**config.mk**
```make
export PLATFORM = sky130hd
export DESIGN_NAME = cpu_apb_master
export DESIGN_NICKNAME = d
export VERILOG_FILES = /design/src/rtl/cpu_apb_pkg.sv /design/src/rtl/cpu_apb_master.sv
export SDC_FILE = /design/constraint.sdc
export NUM_CORES = 1
export LEC_CHECK = 0
export ABC_AREA = 0
export CAP_MARGIN = 10
export CORE_MARGIN = 1
export CORE_UTILIZATION = 31
export CTS_BUF_LIST = sky130_fd_sc_hd__clkbuf_8
export DETAILED_ROUTE_END_ITERATION = 16
export PLACE_DENSITY = 0.69
export SYNTH_ARGS = -nofsm -noshare
export SYNTH_HDL_FRONTEND = slang
export SYNTH_SLANG_ARGS = --single-unit
```
**constraint.sdc**
```tcl
create_clock -name i_clk -period 4.75 [get_ports i_clk]
set_clock_uncertainty 0.05 [all_clocks]
set_input_delay 0.475 -clock i_clk [delete_from_list [all_inputs] [get_ports i_clk]]
set_output_delay 0.475 -clock i_clk [all_outputs]
set_load 0.01 [all_outputs]
```
**src/rtl/cpu_apb_pkg.sv**
```systemverilog
// rtl/cpu_apb_pkg.sv - shared types and constants for the CPU APB initiator
//
// Purpose: state encoding, bus widths and timeout defaults shared by the
// APB initiator and anything that instantiates it.
//
// Contents:
//   apb_state_t          IDLE / SETUP / ACCESS / RESP
//   APB_ADDR_W           APB address width (32)
//   APB_DATA_W           APB data width (32)
//   APB_TIMEOUT_DEFAULT  default ACCESS-phase cycle limit (256)
//   APB_TMO_W            width of the ACCESS-phase cycle counter (16)
//   apb_tmo_last()       counter value at which the transfer is abandoned
package cpu_apb_pkg;

   localparam int APB_ADDR_W          = 32;
   localparam int APB_DATA_W          = 32;
   localparam int APB_TIMEOUT_DEFAULT = 256;
   localparam int APB_TMO_W           = 16;

   typedef enum logic [1:0] {
      IDLE   = 2'd0,
      SETUP  = 2'd1,
      ACCESS = 2'd2,
      RESP   = 2'd3
   } apb_state_t;

   // The counter reads 0 in the first ACCESS cycle, so a limit of N cycles
   // is reached when it reads N-1. A limit of 0 means "no limit"; the value
   // returned then is irrelevant because the caller gates on the limit.
   function automatic logic [APB_TMO_W-1:0] apb_tmo_last(input int unsigned cyc);
      logic [31:0] last;
      last = (cyc == 0) ? 32'd0 : cyc - 32'd1;
      return last[APB_TMO_W-1:0];
   endfunction

endpackage

```
**src/rtl/cpu_apb_master.sv**
```systemverilog
// rtl/cpu_apb_master.sv - single-beat APB initiator with wait-state timeout
//
// Purpose: accepts one CPU read/write request at a time, runs it as an APB
// SETUP/ACCESS transfer, and returns read data plus an error flag.
//
// Ports:
//   i_clk, i_rst                      clock, asynchronous active-high reset
//   i_req_valid/o_req_ready           request handshake
//   i_req_write/i_req_addr/i_req_wdata request payload
//   o_rsp_valid/i_rsp_ready           response handshake
//   o_rsp_rdata/o_rsp_err             response payload
//   o_psel/o_penable/o_pwrite         APB control
//   o_paddr/o_pwdata                  APB address / write data
//   i_prdata/i_pready/i_pslverr       APB completion from the slave
module cpu_apb_master
   import cpu_apb_pkg::*;
#(
   parameter int unsigned TIMEOUT_CYC = APB_TIMEOUT_DEFAULT
) (
   input  logic                  i_clk,
   input  logic                  i_rst,
   input  logic                  i_req_valid,
   output logic                  o_req_ready,
   input  logic                  i_req_write,
   input  logic [APB_ADDR_W-1:0] i_req_addr,
   input  logic [APB_DATA_W-1:0] i_req_wdata,
   output logic                  o_rsp_valid,
   input  logic                  i_rsp_ready,
   output logic [APB_DATA_W-1:0] o_rsp_rdata,
   output logic                  o_rsp_err,
   output logic                  o_psel,
   output logic                  o_penable,
   output logic                  o_pwrite,
   output logic [APB_ADDR_W-1:0] o_paddr,
   output logic [APB_DATA_W-1:0] o_pwdata,
   input  logic [APB_DATA_W-1:0] i_prdata,
   input  logic                  i_pready,
   input  logic                  i_pslverr
);

   localparam logic                 TMO_EN   = (TIMEOUT_CYC != 0);
   localparam logic [APB_TMO_W-1:0] TMO_LAST = apb_tmo_last(TIMEOUT_CYC);

   apb_state_t            state_q,     state_d;
   logic                  req_ready_q, req_ready_d;
   logic                  psel_q,      psel_d;
   logic                  penable_q,   penable_d;
   logic                  pwrite_q,    pwrite_d;
   logic [APB_ADDR_W-1:0] paddr_q,     paddr_d;
   logic [APB_DATA_W-1:0] pwdata_q,    pwdata_d;
   logic                  rsp_valid_q, rsp_valid_d;
   logic [APB_DATA_W-1:0] rsp_rdata_q, rsp_rdata_d;
   logic                  rsp_err_q,   rsp_err_d;
   logic [APB_TMO_W-1:0]  tmo_cnt_q,   tmo_cnt_d;

   always_comb begin
      state_d     = state_q;
      psel_d      = psel_q;
      penable_d   = penable_q;
      pwrite_d    = pwrite_q;
      paddr_d     = paddr_q;
      pwdata_d    = pwdata_q;
      rsp_valid_d = rsp_valid_q;
      rsp_rdata_d = rsp_rdata_q;
      rsp_err_d   = rsp_err_q;
      tmo_cnt_d   = tmo_cnt_q;

      unique case (state_q)
         IDLE: begin
            // req_ready_q is low for the first cycle out of reset, so an
            // accept needs both the idle state and the registered ready.
            if (req_ready_q && i_req_valid) begin
               pwrite_d  = i_req_write;
               paddr_d   = i_req_addr;
               pwdata_d  = i_req_wdata;
               psel_d    = 1'b1;
               penable_d = 1'b0;
               tmo_cnt_d = '0;
               state_d   = SETUP;
            end
         end

         SETUP: begin
            penable_d = 1'b1;
            state_d   = ACCESS;
         end

         ACCESS: begin
            // Saturate rather than wrap so a disabled timeout cannot alias.
            if (tmo_cnt_q != '1) begin
               tmo_cnt_d = tmo_cnt_q + 1'b1;
            end
            // A slave completing on the last allowed cycle still wins.
            if (i_pready) begin
               rsp_rdata_d = pwrite_q ? '0 : i_prdata;
               rsp_err_d   = i_pslverr;
               psel_d      = 1'b0;
               penable_d   = 1'b0;
               rsp_valid_d = 1'b1;
               state_d     = RESP;
            end else if (TMO_EN && (tmo_cnt_q == TMO_LAST)) begin
               rsp_rdata_d = '0;
               rsp_err_d   = 1'b1;
               psel_d      = 1'b0;
               penable_d   = 1'b0;
               rsp_valid_d = 1'b1;
               state_d     = RESP;
            end
         end

         RESP: begin
            if (i_rsp_ready) begin
               rsp_valid_d = 1'b0;
               state_d     = IDLE;
            end
         end

         default: begin
            state_d = IDLE;
         end
      endcase

      // Registered from the next state so the output is a plain flop that
      // still tracks the state exactly.
      req_ready_d = (state_d == IDLE);
   end

   always_ff @(posedge i_clk or posedge i_rst) begin
      if (i_rst) begin
         state_q     <= IDLE;
         req_ready_q <= 1'b0;
         psel_q      <= 1'b0;
         penable_q   <= 1'b0;
         pwrite_q    <= 1'b0;
         paddr_q     <= '0;
         pwdata_q    <= '0;
         rsp_valid_q <= 1'b0;
         rsp_rdata_q <= '0;
         rsp_err_q   <= 1'b0;
         tmo_cnt_q   <= '0;
      end else begin
         state_q     <= state_d;
         req_ready_q <= req_ready_d;
         psel_q      <= psel_d;
         penable_q   <= penable_d;
         pwrite_q    <= pwrite_d;
         paddr_q     <= paddr_d;
         pwdata_q    <= pwdata_d;
         rsp_valid_q <= rsp_valid_d;
         rsp_rdata_q <= rsp_rdata_d;
         rsp_err_q   <= rsp_err_d;
         tmo_cnt_q   <= tmo_cnt_d;
      end
   end

   assign o_req_ready = req_ready_q;
   assign o_psel      = psel_q;
   assign o_penable   = penable_q;
   assign o_pwrite    = pwrite_q;
   assign o_paddr     = paddr_q;
   assign o_pwdata    = pwdata_q;
   assign o_rsp_valid = rsp_valid_q;
   assign o_rsp_rdata = rsp_rdata_q;
   assign o_rsp_err   = rsp_err_q;

endmodule

```
==> flow_summary_export.csv, run 1 <==
group,metric,value,unit
worst_setup_path,endpoint,"o_rsp_rdata[20]",
sta,hold_viol,0,
synth,yosysUniqueCellTypes,41,
cts,cts-resized-gates,0,
cts,root_buffer,"clkbuf_8",
worst_setup_path,worstPathCellList,"ha_1 > nand3_1 > or2_4 > o21ai_2 > and2_1 > o21ai_0",
placement,place_inst,803,
route,via_per_inst,4.66,
synth,synth_top_area_share,0.595,
worst_setup_path,critPathBufInv,0,
floorplanning,core.rowCount,46,
worst_setup_path,path_max_fanout,35,
route,ant_nets,0,
placement,hpwlAfterDp,8860,um
floorplanning,initial_core_util,0.318,
power,total_power,4.97,mW
global_route,grt_pass1_vias,3960,
synth,synth-edff-count,0,
worst_setup_path,critPathKind,"reg2reg",
synth,yosysMostFrequentCell,"dfrtp_1",
worst_setup_path,reg2regPathDepth,6,
cts,clock_path_buffers,2,
synth,yosysTopAreaCell,"dfrtp_1",
global_route,overflow,0,
worst_setup_path,required,4.96,ns
sta,fin_hold_ws,0.381,ns
global_route,grt_usage,0.156,
global_route,grt_pass1_wl,19800,um
final_layout,utilization,0.489,
sta,grt_setup_unrepaired,"no",
worst_setup_path,cp_slowest_cell,"and2_1",
floorplanning,ios,205,
worst_setup_path,crit_family,"simple AND/OR/NAND/NOR gates",
cts,hold_buffers,0,
worst_setup_path,rrSetupSlack,2.19,ns
worst_setup_path,cp-end-kind,"flip-flop",
global_route,grt_start_max_net_pins,54,
final_layout,drive_gt1_frac,0.178,
placement,dpl_cell_area,0.00727,sq mm
sta,worst_pin_slew,1.05,ns
route,route.final.wire_length,12600,um
cts,cts_sinks,120,
worst_setup_path,timing.rr.start,"tmo_cnt_q[0]",
worst_setup_path,rr_endpoint,"o_rsp_rdata[20]",
power,irDropWorstVdd,288,uV
synth,yosysSeqAreaShare,0.595,
worst_hold_path,hp-class,"in2async",
final_layout,fillerInstances,1449,
outcome,outcome,"finished clean",
worst_setup_path,cp.depth,6,
worst_setup_path,arrival,2.77,ns
worst_setup_path,startpoint,"tmo_cnt_q[0]",
floorplanning,core_area,0.0159,sq mm
final_layout,final_nets,710,
final_layout,stdcell_count,835,
synth,synth_seq_cells,120,
sta,fin_crit_sh,0.539,
sta,report.final.setup_viol,0,
floorplanning,die_area,0.0168,sq mm
synth,synth_ff_type,"dfrtp_1",
synth,synthArstFlopShare,1.00,
worst_setup_path,critPathMaxStageDelay,0.84,ns
final_layout,area_growth,53.7,%
final_layout,fin_area,0.00776,sq mm
route,wire_per_inst,15.0,um
run,cap_violations,0,
route,drt_iter0_drc,137,
sta,worst_slack,2.19,ns
floorplanning,dieHeight,130,um
sta,final-max-slew-violation-count,0,
cts,clock_latency,0.43,ns
route,dr.pass1.iters,4,
cts,clk_pin_slew_worst_paths,0.07,ns
synth,syn-num-nets,507,
cts,numCtsBuffers,17,
route,drcViolationCount,0,
sta,relSlewSlack,0.298,
route,num_vias,3891,
worst_setup_path,cp-start-kind,"flip-flop",
sta,timing.fmax,0.391,GHz
placement,pre_cts_ws,1.93,ns
final_layout,n_antenna_cell,0,
synth,synthCells,403,
sta,finalSetupTns,0,ns
power,p_leak,3.22,nW
synth,synth_area,0.00505,sq mm
synth,synth_commonest_cells,"dfrtp_1, mux2_2, o21ai_0",
global_route,antenna_found_initial,0,
synth,synth.area.top_cells,"dfrtp_1, mux2_2, nand4b_1, o21ai_0, inv_1",
sta,fin_crit,2.56,ns
cts,htree_levels,4,
placement,place_congestion,0.752,
floorplanning,dieWidth,130,um
synth,yosysWarnings,0,
synth,synth_area_per_cell,12.5,sq um
cts,cts_setup_buffers,0,
power,power_density,641,mW/mm^2
cts,cts_tree,"built",
placement,port_buffers,204,
[layer usage]
metal  GRT usage  wire length [um]  up-vias
met2       0.251              5970      168
met3      0.0698              1130       10
met5           0                 0        -
met1       0.186              5320     1893
met4      0.0534               145        0
li1            -                 -     1820
[state kept, by name, indices dropped and copies added, names as in the netlist, 2 cells and up]
name         flops
state_q          2
tmo_cnt_q       16
o_rsp_rdata     32
o_paddr         32
o_pwdata        32
[cells in the final DEF, fill, tap and decap left out, types with 4 or more instances in the layout]
| cell | count |
|---|---|
| inv_1 | 36 |
| nor4_1 | 4 |
| nor3_1 | 7 |
| buf_4 | 6 |
| mux2_2 | 65 |
| clkbuf_8 | 19 |
| o21ai_0 | 37 |
| xnor2_1 | 9 |
| nand2_1 | 9 |
| nand4b_1 | 35 |
| dfrtp_1 | 120 |
| bufinv_16 | 6 |
| clkdlybuf4s50_1 | 204 |
| nor2_1 | 15 |
| nand3_1 | 5 |
[cell families (layout without fill, tap and decap cells)]
group | Yosys count | in the layout | share of synthesized area
DFF | 120 | 120 | 0.595
buffers and inverters | 62 | 278 | 0.0553
xor gates and xnor gates | 12 | 12 | 0.0208
and+or+nand+nor | 92 | 92 | 0.126
adders and majority gates | 1 | 1 | 0.00248
AOI/OAI and AO/OA | 50 | 50 | 0.0543
muxes | 66 | 66 | 0.147
[report_power, final]
group          internal (mW)  switching, mW  total (mW)
registers               1.52          0.367        1.88
clock network          0.703          0.411        1.11
logic                   1.19          0.780        1.97
total                   3.41           1.56        4.97
[how the worst min path moves through the flow]
stage	to	cells past startpoint	from
6_report	o_paddr[13]	2	i_rst
5_1_grt	o_paddr[13]	2	i_rst
4_1_cts	o_paddr[13]	2	i_rst
3_5_place_dp	o_psel	1	o_psel
3_3_place_gp	o_psel	1	o_psel
2_1_floorplan	o_rsp_valid	1	o_rsp_valid
[cell type report]
type | count | area, sq um | share of cell area
clock inverters | 13 | 224 | 0.0289
flip-flops and latches | 120 | 3000 | 0.387
multi-input cells | 221 | 1780 | 0.229
clock buffers | 19 | 262 | 0.0337
well taps | 216 | 270 | 0.0348
inverters | 36 | 138 | 0.0177
repair buffers | 210 | 2090 | 0.269
No activity file was read; power rests on OpenSTA's default activity.
==> run 2, diff against run 1 <==
clock period = 2.6 ns   (was 4.75 ns; I/O delays follow)
==> run 2 against run 1 <==
Core utilization rose by 0.59 points. Sequential power increased by 83%. Register-to-register slack got worse by 1.6 ns. Via count grew 0.26%. Cell count is 0.24% higher. Sequential share of layout area is 0.46 points lower. Critical endpoint is now o_pwrite. Global-route usage rose by 0.20 points.
==> flow_summary_export.csv, run 2 (synthesis results as in run 1) <==
group,metric,value,unit
route,route.final.wire_length,12800,um
route,dr.pass1.iters,6,
worst_setup_path,worstPathCellList,"clkdlybuf4s50_1",
final_layout,drive_gt1_frac,0.180,
cts,clk_pin_slew_worst_paths,0.07,ns
route,drcViolationCount,0,
final_layout,stdcell_count,837,
global_route,antenna_found_initial,0,
global_route,grt_start_max_net_pins,53,
global_route,grt_usage,0.158,
outcome,outcome,"finished clean",
route,drt_iter0_drc,141,
sta,grt_setup_unrepaired,"no",
sta,worst_slack,0.296,ns
placement,pre_cts_ws,0.595,ns
worst_setup_path,path_max_fanout,34,
power,power_density,1170,mW/mm^2
worst_setup_path,critPathBufInv,1,
cts,cts_tree,"built",
worst_setup_path,cp_slowest_cell,"dfrtp_1",
floorplanning,dieHeight,130,um
route,num_vias,3901,
route,wire_per_inst,15.3,um
sta,timing.fmax,0.434,GHz
cts,clock_path_buffers,2,
cts,numCtsBuffers,17,
placement,port_buffers,204,
worst_setup_path,cp-start-kind,"flip-flop",
worst_setup_path,critPathKind,"reg2out",
cts,cts-resized-gates,0,
cts,htree_levels,4,
worst_setup_path,required,2.29,ns
sta,worst_pin_slew,0.849,ns
cts,clock_latency,0.42,ns
sta,hold_viol,0,
sta,fin_crit,2.30,ns
sta,report.final.setup_viol,0,
sta,relSlewSlack,0.433,
worst_hold_path,hp-class,"in2async",
final_layout,n_antenna_cell,0,
global_route,grt_pass1_vias,4001,
floorplanning,core_area,0.0159,sq mm
cts,cts_setup_buffers,0,
placement,hpwlAfterDp,9070,um
final_layout,layout_commonest_cell,"clkdlybuf4s50_1",
power,p_leak,3.26,nW
route,via_per_inst,4.66,
final_layout,final_nets,713,
final_layout,layout_common_cells,"clkdlybuf4s50_1, dfrtp_1, mux2_2",
final_layout,area_growth,55.5,%
sta,finalSetupTns,0,ns
power,irDropWorstVdd,532,uV
worst_setup_path,critPathMaxStageDelay,0.90,ns
run,cap_violations,0,
cts,hold_buffers,0,
cts,cts_sinks,120,
final_layout,utilization,0.494,
cts,root_buffer,"clkbuf_8",
floorplanning,initial_core_util,0.318,
floorplanning,dieWidth,130,um
sta,final-max-slew-violation-count,0,
placement,place_inst,806,
worst_setup_path,crit_family,"flip-flops",
global_route,grt_pass1_wl,20400,um
global_route,overflow,0,
floorplanning,core.rowCount,46,
worst_setup_path,cp-end-kind,"output pin",
worst_setup_path,arrival,1.99,ns
placement,place_congestion,0.779,
floorplanning,ios,205,
sta,fin_crit_sh,0.886,
floorplanning,die_area,0.0168,sq mm
route,ant_nets,0,
final_layout,fillerInstances,1404,
-- run 2: layout make-up --
cell class / instances / area (sq um) / share of cell area
well taps: 216 / 270 / 0.0344
repair buffers: 213 / 2160 / 0.275
inverters: 36 / 139 / 0.0177
multi-input cells: 221 / 1780 / 0.226
clock inverters: 8 / 189 / 0.0241
flip-flops and latches: 120 / 3000 / 0.382
clock buffers: 23 / 317 / 0.0403
-- run 2: power by group --
group / total (mW) / switching, mW / internal (mW)
Combinational: 3.66 / 1.45 / 2.20
Clock: 2.09 / 0.710 / 1.39
Sequential: 3.44 / 0.673 / 2.77
-- run 2: layer usage --
layer | part of all wire | track usage | vias up
li1 | - | - | 1813
met1 | 0.43 | 0.196 | 1917
met4 | 0.011 | 0.0575 | 0
met2 | 0.48 | 0.255 | 159
met3 | 0.085 | 0.0557 | 12
met5 | 0 | 0 | -
-- run 2: per-stage QoR --
step | cell area [sq um] | hold WS (ns) | power [mW]
3_3_place_gp | 7350 | 0.416 | 7.04
5_1_grt | 7850 | 0.342 | 9.78
6_report | 7850 | 0.303 | 9.19
2_1_floorplan | 5050 | 0.362 | 5.04
4_1_cts | 7850 | 0.290 | 9.33
3_5_place_dp | 7350 | 0.420 | 7.16
-- run 2: final timing paths --
path / start / to / slack (ns) / cells past startpoint
worst max-delay path: o_pwrite / o_pwrite / 0.30 / 1
worst min-delay path: i_rst / o_paddr[2] / 0.30 / 2
worst max register to register: tmo_cnt_q[0] / tmo_cnt_q[13] / 0.58 / 6
worst min register to register: o_psel / o_psel / 0.43 / 1
max in group asynchronous: i_rst / o_paddr[4] / 1.56 / 3
min in group i_clk: i_prdata[8] / o_rsp_rdata[8] / 0.37 / 3
-- run 2: worst register-to-register path: cells and delay by family, from the launching register on --
family                   cells  cell delay, ns
AND/OR/NAND/NOR              4            1.06
flip-flops                   1            0.43
adder cells (fa/ha/maj)      1            0.20
XOR/XNOR                     1            0.16
==> run 3, diff against run 2 <==
GPL_ROUTABILITY_DRIVEN = 1   (was default)
==> results of run 3 <==
Final layout, timing and power as in run 2 (identical DEF).
